## src/rtl/audio_level_sequencer_pkg.sv

```systemverilog
// Shared types and constants for the audio level sequencer: state encoding,
// level range and the preset recall table.
package audio_ctrl_pkg;

   localparam int unsigned LVL_W   = 3;
   localparam int unsigned LVL_MAX = (2 ** LVL_W) - 1;

   typedef enum logic [1:0] {
      IDLE      = 2'd0,
      RAMP_VOL  = 2'd1,
      RAMP_BASS = 2'd2
   } state_t;

   typedef struct packed {
      logic [LVL_W-1:0] vol;
      logic [LVL_W-1:0] bass;
   } preset_t;

   localparam preset_t PRESET_TBL [4] = '{
      '{vol: 3'd2, bass: 3'd2},
      '{vol: 3'd4, bass: 3'd3},
      '{vol: 3'd6, bass: 3'd5},
      '{vol: 3'd7, bass: 3'd1}
   };

endpackage

```

## src/rtl/audio_level_sequencer_if.sv

```systemverilog
// Request/level bundle between the control front end and the level sequencer.
// The mute input exists only when MUTE_EN is defined.
interface audio_level_sequencer_if
   import audio_ctrl_pkg::*;
#(
   parameter int unsigned LVL_W = audio_ctrl_pkg::LVL_W
);
   logic             vol_up;
   logic             vol_dn;
   logic             bass_up;
   logic             bass_dn;
   logic             preset_ld;
   logic [1:0]       preset_idx;
`ifdef MUTE_EN
   logic             mute;
`endif
   logic [LVL_W-1:0] vol_lvl;
   logic [LVL_W-1:0] bass_lvl;
   logic             busy;
   logic             ack;

   modport master (
      output vol_up, vol_dn, bass_up, bass_dn, preset_ld, preset_idx,
`ifdef MUTE_EN
      output mute,
`endif
      input  vol_lvl, bass_lvl, busy, ack
   );

   modport slave (
      input  vol_up, vol_dn, bass_up, bass_dn, preset_ld, preset_idx,
`ifdef MUTE_EN
      input  mute,
`endif
      output vol_lvl, bass_lvl, busy, ack
   );

endinterface

```

## src/rtl/audio_level_sequencer_step_timer.sv

```systemverilog
// Ramp pacing timer: tick is high during the STEP_DIV-th enabled cycle after clear,
// so a step taken on tick lands exactly STEP_DIV cycles after the clear.
module step_timer #(
   parameter int unsigned STEP_DIV = 4
) (
   input  logic clock,
   input  logic reset,
   input  logic clear,
   input  logic enable,
   output logic tick
);
   localparam int unsigned CNT_W = (STEP_DIV > 1) ? $clog2(STEP_DIV) : 1;
   localparam logic [CNT_W-1:0] CNT_LAST = CNT_W'(STEP_DIV - 1);

   logic [CNT_W-1:0] cnt;
   logic [CNT_W-1:0] cnt_nxt;

   always_comb begin
      cnt_nxt = cnt;
      if (clear) begin
         cnt_nxt = '0;
      end else if (enable) begin
         cnt_nxt = (cnt == CNT_LAST) ? '0 : cnt + 1'b1;
      end
   end

   // Tick is registered from the count the next cycle will hold.
   always_ff @(posedge clock) begin
      if (reset) begin
         cnt  <= '0;
         tick <= 1'b0;
      end else begin
         cnt  <= cnt_nxt;
         tick <= (clear || enable) && (cnt_nxt == CNT_LAST);
      end
   end

endmodule

```

## src/rtl/audio_level_sequencer.sv

```systemverilog
// Volume/bass level sequencer: arbitrates step and preset requests in IDLE, then ramps
// volume and bass one step per STEP_DIV cycles. Optional mute/fade-in under MUTE_EN.
module audio_level_sequencer
   import audio_ctrl_pkg::*;
#(
   parameter int unsigned LVL_W    = audio_ctrl_pkg::LVL_W,
   parameter int unsigned STEP_DIV = 4
) (
   input logic                   clock,
   input logic                   reset,
   audio_level_sequencer_if.slave bus
);
   localparam logic [LVL_W-1:0] LVL_TOP = LVL_W'(LVL_MAX);

   state_t           state, state_nxt;
   logic [LVL_W-1:0] vol_q, vol_nxt, bass_q, bass_nxt;
   logic [LVL_W-1:0] vol_tgt, vol_tgt_nxt, bass_tgt, bass_tgt_nxt;
   logic             ack_q, ack_nxt, busy_q, busy_nxt;
   logic             tmr_clr, tmr_en, tick;
   logic             accept_ok;
   logic             vol_req, bass_req;

   function automatic logic [LVL_W-1:0] step_toward(input logic [LVL_W-1:0] lvl,
                                                    input logic [LVL_W-1:0] tgt);
      return (lvl < tgt) ? lvl + 1'b1 : lvl - 1'b1;
   endfunction

   step_timer #(.STEP_DIV(STEP_DIV)) u_step_timer (
      .clock  (clock),
      .reset  (reset),
      .clear  (tmr_clr),
      .enable (tmr_en),
      .tick   (tick)
   );

   // Opposing up/down requests cancel each other.
   assign vol_req  = bus.vol_up ^ bus.vol_dn;
   assign bass_req = bus.bass_up ^ bus.bass_dn;

   always_ff @(posedge clock) begin
      if (reset) begin
         state    <= IDLE;
         vol_q    <= '0;
         bass_q   <= '0;
         vol_tgt  <= '0;
         bass_tgt <= '0;
         ack_q    <= 1'b0;
         busy_q   <= 1'b0;
      end else begin
         state    <= state_nxt;
         vol_q    <= vol_nxt;
         bass_q   <= bass_nxt;
         vol_tgt  <= vol_tgt_nxt;
         bass_tgt <= bass_tgt_nxt;
         ack_q    <= ack_nxt;
         busy_q   <= busy_nxt;
      end
   end

   always_comb begin
      state_nxt    = state;
      vol_nxt      = vol_q;
      bass_nxt     = bass_q;
      vol_tgt_nxt  = vol_tgt;
      bass_tgt_nxt = bass_tgt;
      ack_nxt      = 1'b0;
      busy_nxt     = busy_q;
      tmr_clr      = 1'b0;
      tmr_en       = 1'b0;
      case (state)
         IDLE: begin
            busy_nxt = 1'b0;
            if (accept_ok && (bus.preset_ld || vol_req || bass_req)) begin
               state_nxt = RAMP_VOL;
               ack_nxt   = 1'b1;
               busy_nxt  = 1'b1;
               tmr_clr   = 1'b1;
               if (bus.preset_ld) begin
                  vol_tgt_nxt  = LVL_W'(PRESET_TBL[bus.preset_idx].vol);
                  bass_tgt_nxt = LVL_W'(PRESET_TBL[bus.preset_idx].bass);
               end else if (vol_req) begin
                  if (bus.vol_up) vol_tgt_nxt = (vol_q == LVL_TOP) ? vol_q : vol_q + 1'b1;
                  else            vol_tgt_nxt = (vol_q == '0)      ? vol_q : vol_q - 1'b1;
               end else begin
                  if (bus.bass_up) bass_tgt_nxt = (bass_q == LVL_TOP) ? bass_q : bass_q + 1'b1;
                  else             bass_tgt_nxt = (bass_q == '0)      ? bass_q : bass_q - 1'b1;
               end
            end
         end
         RAMP_VOL: begin
            if (vol_q == vol_tgt) begin
               state_nxt = RAMP_BASS;
               tmr_clr   = 1'b1;
            end else begin
               tmr_en = 1'b1;
               if (tick) vol_nxt = step_toward(vol_q, vol_tgt);
            end
         end
         RAMP_BASS: begin
            if (bass_q == bass_tgt) begin
               state_nxt = IDLE;
               busy_nxt  = 1'b0;
               tmr_clr   = 1'b1;
            end else begin
               tmr_en = 1'b1;
               if (tick) bass_nxt = step_toward(bass_q, bass_tgt);
            end
         end
         default: begin
            state_nxt = IDLE;
            busy_nxt  = 1'b0;
         end
      endcase
   end

   assign bus.bass_lvl = bass_q;
   assign bus.ack      = ack_q;

`ifdef MUTE_EN
   logic             mute_q, fade, fade_tick;
   logic [LVL_W-1:0] vol_out;

   step_timer #(.STEP_DIV(STEP_DIV)) u_fade_timer (
      .clock  (clock),
      .reset  (reset),
      .clear  (!fade),
      .enable (fade),
      .tick   (fade_tick)
   );

   // Output volume is forced to 0 while muted and fades back in after release.
   always_ff @(posedge clock) begin
      if (reset) begin
         mute_q  <= 1'b0;
         fade    <= 1'b0;
         vol_out <= '0;
      end else begin
         mute_q <= bus.mute;
         if (bus.mute) begin
            fade    <= 1'b0;
            vol_out <= '0;
         end else if (mute_q) begin
            fade    <= 1'b1;
            vol_out <= '0;
         end else if (fade) begin
            if (vol_out == vol_q)  fade    <= 1'b0;
            else if (fade_tick)    vol_out <= step_toward(vol_out, vol_q);
         end
      end
   end

   assign accept_ok   = !fade;
   assign bus.vol_lvl = (mute_q || fade) ? vol_out : vol_q;
   assign bus.busy    = busy_q | fade;
`else
   assign accept_ok   = 1'b1;
   assign bus.vol_lvl = vol_q;
   assign bus.busy    = busy_q;
`endif

endmodule

```

## src/flat_wrapper.sv

```systemverilog
// flat-port wrapper written by rule: the top's interface ports become plain ports
module audio_level_sequencer_flat import audio_ctrl_pkg::*;
#(
   parameter int unsigned LVL_W    = audio_ctrl_pkg::LVL_W,
   parameter int unsigned STEP_DIV = 4
)
  (clock, reset, bus_vol_up, bus_vol_dn, bus_bass_up, bus_bass_dn, bus_preset_ld, bus_preset_idx, bus_vol_lvl, bus_bass_lvl, bus_busy, bus_ack);
  audio_level_sequencer_if #(.LVL_W(LVL_W)) bus_i ();
  input logic clock;
  input logic reset;
  input wire logic [$bits(bus_i.vol_up)-1:0] bus_vol_up;
  input wire logic [$bits(bus_i.vol_dn)-1:0] bus_vol_dn;
  input wire logic [$bits(bus_i.bass_up)-1:0] bus_bass_up;
  input wire logic [$bits(bus_i.bass_dn)-1:0] bus_bass_dn;
  input wire logic [$bits(bus_i.preset_ld)-1:0] bus_preset_ld;
  input wire logic [$bits(bus_i.preset_idx)-1:0] bus_preset_idx;
  output wire logic [$bits(bus_i.vol_lvl)-1:0] bus_vol_lvl;
  output wire logic [$bits(bus_i.bass_lvl)-1:0] bus_bass_lvl;
  output wire logic [$bits(bus_i.busy)-1:0] bus_busy;
  output wire logic [$bits(bus_i.ack)-1:0] bus_ack;
  assign bus_i.vol_up = bus_vol_up;
  assign bus_i.vol_dn = bus_vol_dn;
  assign bus_i.bass_up = bus_bass_up;
  assign bus_i.bass_dn = bus_bass_dn;
  assign bus_i.preset_ld = bus_preset_ld;
  assign bus_i.preset_idx = bus_preset_idx;
  assign bus_vol_lvl = bus_i.vol_lvl;
  assign bus_bass_lvl = bus_i.bass_lvl;
  assign bus_busy = bus_i.busy;
  assign bus_ack = bus_i.ack;
  audio_level_sequencer #(.LVL_W(LVL_W), .STEP_DIV(STEP_DIV)) u_core (.clock(clock), .reset(reset), .bus(bus_i));
endmodule
```

## config.mk

```make
export PLATFORM = sky130hd
export DESIGN_NAME = audio_level_sequencer_flat
export DESIGN_NICKNAME = d
export VERILOG_FILES = /design/src/rtl/audio_level_sequencer_pkg.sv /design/src/rtl/audio_level_sequencer_if.sv /design/src/rtl/audio_level_sequencer_step_timer.sv /design/src/rtl/audio_level_sequencer.sv /design/src/flat_wrapper.sv
export SDC_FILE = /design/constraint.sdc
export NUM_CORES = 1
export LEC_CHECK = 0
export ABC_AREA = 0
export BUFFER_PORTS_ARGS = -buffer_cell sky130_fd_sc_hd__buf_2
export CAP_MARGIN = 10
export CORE_ASPECT_RATIO = 0.6
export CORE_MARGIN = 2
export CORE_UTILIZATION = 39
export CTS_BUF_LIST = sky130_fd_sc_hd__clkbuf_4 sky130_fd_sc_hd__clkbuf_8
export DETAILED_ROUTE_END_ITERATION = 6
export PLACE_DENSITY = 0.62
export SLEW_MARGIN = 20
export SYNTH_ARGS = -nofsm -noshare
export SYNTH_HDL_FRONTEND = slang
export SYNTH_HIERARCHICAL = 1
export SYNTH_SLANG_ARGS = --single-unit
```

## constraint.sdc

```tcl
create_clock -name clock -period 4.26 [get_ports clock]
set_clock_uncertainty 0.15 [all_clocks]
set_input_delay 0.426 -clock clock [delete_from_list [all_inputs] [get_ports clock]]
set_output_delay 0.426 -clock clock [all_outputs]
set_load 0.005 [all_outputs]
```

# Word-level counts from Yosys, hierarchy flattened

Cells that the tools add are included.

Bits in registers: 19
Input port bits: 9
Output and inout bits: 8
Logic and storage cells: 82

Add/subtract/negate cells: 5
Magnitude comparators: 3
Eq/ne operators: 12
Multiplexer cells: 31
Bitwise gates (word level): 7
Reductions and logical operators: 15

Operators by type and width:

| operator              | number |
|---|---|
| $mux W3               | 12 |
| $reduce_and A3 Y1     | 5 |
| $bmux W6 S2           | 1 |
| $mux W2               | 6 |
| $mux W6               | 2 |
| $add A3 B1 Y3 const B | 2 |
| $eq A2 B2 Y1 const B  | 3 |
| $eq A3 B3 Y1          | 2 |
| $eq A3 B3 Y1 const B  | 2 |
| $logic_not A3 Y1      | 2 |
| $lt A3 B3 Y1          | 2 |
| $mux W1               | 6 |
| $ne A2 B1 Y1 const B  | 3 |
| $pmux W1 S3           | 2 |
| $pmux W2 S3           | 1 |
| $sub A3 B1 Y3 const B | 2 |
| $not A1 Y1            | 4 |
| $ge A3 B3 Y1 const B  | 1 |
| $logic_or A1 B1 Y1    | 3 |
| $not A2 Y3            | 1 |
| $add A2 B1 Y2 const B | 1 |
| $eq A2 B1 Y1 const B  | 1 |
| $logic_not A2 Y1      | 1 |
| $ne A2 B2 Y1 const B  | 1 |
| 6 further kinds       | 7 |

# Longest topological paths before layout

Word-level depth: 8
Mapped depth: 8
Gate-level depth less buffers: 8

# Cells and area by module

The synthesis kept the hierarchy.

Modules (own cells, without submodules):

| module                | instances | cells each | area each (um2) | seq. area each (um2) |
|---|---|---|---|---|
| audio_level_sequencer | 1         | 161        | 1311.3          | 320.3 |
| step_timer            | 1         | 10         | 125.1           | 60.1 |

# Worst setup path before layout

OpenSTA, ideal clock, no wires.

Path type: register to register
From: register u_core.bass_q[0], in the netlist u_core/bus.bass_lvl[0]
To: register u_core.u_step_timer.tick
Setup time: 0.087 ns
Arrival time: 1.808 ns
Data required time: 4.023 ns
Path slack: 2.215 ns
Cell stages (with the launch flop): 9
Buffers on the path: 0
Period minus slack after synthesis: 2.045 ns
Cells stage by stage: dfxtp_1 > inv_1 > ha_1 > nand3_1 > and2_1 > a21oi_1 > nor2b_1 > or3b_1 > nor4b_2

Longest elaborated chain between the ends: 7
Elaborated cells on any way between the ends: 10
Classes of those cells: eq/ne (2); mux (6); reduce/logical (2)

Ends and longest elaborated chain:

| what                    | RTL line                               | text |
|---|---|---|
| from (decl)             | audio_level_sequencer.sv:16            | `logic [LVL_W-1:0] vol_q, vol_nxt, bass_q, bass_nxt;` |
| from (signal assigned)  | audio_level_sequencer.sv:52            | `bass_q <= bass_nxt;` |
| $eq A3 B3 Y1 (*)        | audio_level_sequencer.sv:100           | `if (bass_q == bass_tgt) begin` |
| $mux W1 (*)             | audio_level_sequencer.sv:100           |  |
| $pmux W1 S2 (*)         | audio_level_sequencer.sv:70            | `case (state)` |
| named net u_core.tmr_en | audio_level_sequencer.sv:19            | `logic tmr_clr, tmr_en, tick;` |
| $mux W2                 | audio_level_sequencer_step_timer.sv:22 | `end else if (enable) begin` |
| $mux W2                 | audio_level_sequencer_step_timer.sv:20 | `if (clear) begin` |
| $eq A2 B2 Y1            | audio_level_sequencer_step_timer.sv:34 | `tick <= (clear \|\| enable) && (cnt_nxt == CNT_LAST);` |
| $logic_and A1 B1 Y1 (*) | audio_level_sequencer_step_timer.sv:34 |  |
| to (signal assigned)    | audio_level_sequencer_step_timer.sv:34 |  |
| to (decl)               | audio_level_sequencer_step_timer.sv:10 | `output logic tick` |

The timed path passes the listed nets; every way through them passes the cells marked *.
A chain may end at the register's enable or synchronous reset.

# Final worst setup path

Same ends and word-level chain as after synthesis.

==> results.toml <==
[detailed_routing]
vias_per_cell = 5.16
ant_nets = 0
wl_per_cell_um = 13.3
drc_errors = 0
drt_pass1_iterations = 4
first_iter_violations = 64
routed-via-count = 1208
routed_wl_um = 3120

[floorplanning]
die-width_um = 82.3
core-area_sq_um = 3590
start_util = 0.400
row_count = 17
ios = 17
die_area_sq_um = 4200
die_h_um = 51.0

[clocking]
clkTransAtPathRegs_ns = 0.08
clockBufferDepth = 2
clockRootBuffer = "clkbuf_8"
htreeDepth = 1
cts.sinks = 19
tritoncts = "built"
numCtsBuffers = 3
cts_setup_buffers = 0
cts_resized = 0
hold_buffers = 0
clock_latency_ns = 0.26

[timing]
max_freq_ghz = 0.438
rsz0062_at_grt = "false"
whs_ns = 0.335
setup_tns_ns = 0
tightest_slew_ns = 0.629
finalMaxSlewViolations = 0
fin_crit_sh = 0.536
setup_viol = 0
finalCriticalPeriod_ns = 2.28
max-slew-margin-rel = 0.576
hold_viol = 0
worst_slack_ns = 1.98

[synthesis]
synth_area_leaders = "dfxtp_1, ha_1, inv_1"
synth_edf_count = 0
ys.flop_type = "dfxtp_1"
seq_area_frac_synth = 0.265
synthTopCellsByCount = "ha_1, inv_1, dfxtp_1"
synth_nets = 203
synth_top_area_frac = 0.265
netlist_instances = 171
synth.most_common_cell = "ha_1"
synth_cell_type_count = 34
synth_area_per_cell_sq_um = 8.40
post_synth_instance_area_sq_um = 1440
synth_seq_cells = 19
synth_top_area_cell = "dfxtp_1"
async_flop_share = 0
yosys_warnings = 6

[grt]
grt_pass1_vias = 1174
grt_first_pass_wirelength_um = 5330
grt_start_max_net_pins = 22
grt.total_usage = 0.166
grt_overflow = 0
antenna_found_initial = 0

[final_layout]
syn2layout_area_growth_pct = 11.8
regArea_sq_um = 380
drive_gt1_frac = 0.118
diodes = 0
multi_input_area_sq_um = 965
fillCellCount = 369
post-route-util = 0.447
nets = 220

[worst_setup_path]
cp_cell_sequence = "inv_1 -> ha_1 -> nand3_1 -> and2_1 -> a21oi_1 -> nor2b_1 -> or3b_1 -> nor4b_2"
cp_data_arrival_time_ns = 2.31
cp_max_fo = 5
cp-end-kind = "flip-flop"
path_class = "reg -> reg"
cpPeakStageDelay_ns = 0.42
crit_required_ns = 4.29
start_kind = "flip-flop"
crit_slowest_cell = "or3b_1"

[power]
p_int_mw = 0.410
p_sw_frac = 0.387
power.switching_mw = 0.259
pwr-share-clk = 0.194
total_power_mw = 0.669
power_leakage_nw = 0.734
seqPwrFrac = 0.354
p_per_area_nw_per_um2 = 417
irDropWorstVdd_v = 0.000176
pwr-share-comb = 0.452

[placed_design]
dp_hpwl_um = 2440
portBuffers = 16
routabilityCongestion = 0.884
pre_cts_ws_ns = 2.05

[outcome]
status = "finished clean"

[worst_hold_path]
hold_class = "reg -> reg"

[job]
max-cap-violations = 0
## placed cells by master, fill, tap and decap left out, drive strengths merged, types with 6 or more instances in the layout
cell type and count:
a21oi 12, nor2 15, mux2i 7, ha 23
buf 16, nand2b 6, o21ai 8, dfxtp 19
inv 20, nor2b 7
## worst paths after layout
path         slack [ns]                             endpoint  cells after the start                                 from
max                1.98  u_core/u_step_timer/tick$_SDFF_PP0_                      8  u_core/bus.bass_lvl[0]$_SDFFE_PP0P_
min reg2reg        0.33       u_core/vol_tgt[1]$_SDFFE_PP0P_                      2       u_core/vol_tgt[1]$_SDFFE_PP0P_
min                0.33       u_core/vol_tgt[1]$_SDFFE_PP0P_                      2       u_core/vol_tgt[1]$_SDFFE_PP0P_
max reg2reg        1.98  u_core/u_step_timer/tick$_SDFF_PP0_                      8  u_core/bus.bass_lvl[0]$_SDFFE_PP0P_
## state kept, by name, summed over array words and instances, names as in the netlist
| register | flops |
|---|---|
| u_core/bus.bass_lvl | 3 |
| u_core/u_step_timer/cnt | 2 |
| u_core/bass_tgt | 3 |
| u_core/bus.vol_lvl | 3 |
| u_core/state | 2 |
| u_core/bus.ack | 1 |
| u_core/u_step_timer/tick | 1 |
| u_core/vol_tgt | 3 |
| u_core/bus.busy | 1 |
## power by group through the flow
stage | clock network, mW | registers, mW | logic [mW]
2_1_floorplan | 0 | 0.234 | 0.233
3_3_place_gp | 0 | 0.239 | 0.288
3_5_place_dp | 0 | 0.241 | 0.299
4_1_cts | 0.135 | 0.236 | 0.302
5_1_grt | 0.144 | 0.240 | 0.341
6_report | 0.130 | 0.237 | 0.303
## metal layers
metal	up-vias	part of all wire	global-route usage
met4	0	0.0048	0.0250
met3	2	0.032	0.0477
met1	562	0.54	0.235
met2	19	0.42	0.254
met5	-	0	0
li1	625	-	-
## area by class of cell
type	instances	area share
multi-input cells	128	0.601
inverters	20	0.0468
clock inverters	1	0.00312
well taps	47	0.0366
clock buffers	3	0.0257
repair buffers	16	0.0499
flip-flops and latches	19	0.237
## critical path, delay by kind of cell, from the launching register on
kind	cells	cell delay (ns)
and+or+nand+nor	5	1.16
buffers and inverters	1	0.13
AOI/OAI and AO/OA	1	0.06
adders and majority gates	1	0.34
DFF	1	0.36
## cells by family after synthesis
| logic type | count (synthesis) | synth area share |
|---|---|---|
| flip-flops | 19 | 0.265 |
| multiplexers | 8 | 0.0566 |
| buffers and inverters | 24 | 0.0636 |
| AO/OA/AOI/OAI | 39 | 0.170 |
| XOR/XNOR | 8 | 0.0488 |
| AND/OR/NAND/NOR | 50 | 0.196 |
| adder cells (fa/ha/maj) | 23 | 0.200 |
## per-stage QoR
step | cells | area [sq um]
after global routing | 234 | 1610
final | 234 | 1610
after global placement | 230 | 1560
after floorplan | 171 | 1440
after CTS | 234 | 1610
after detailed placement | 230 | 1560
Power figures use the tool's default switching activity.
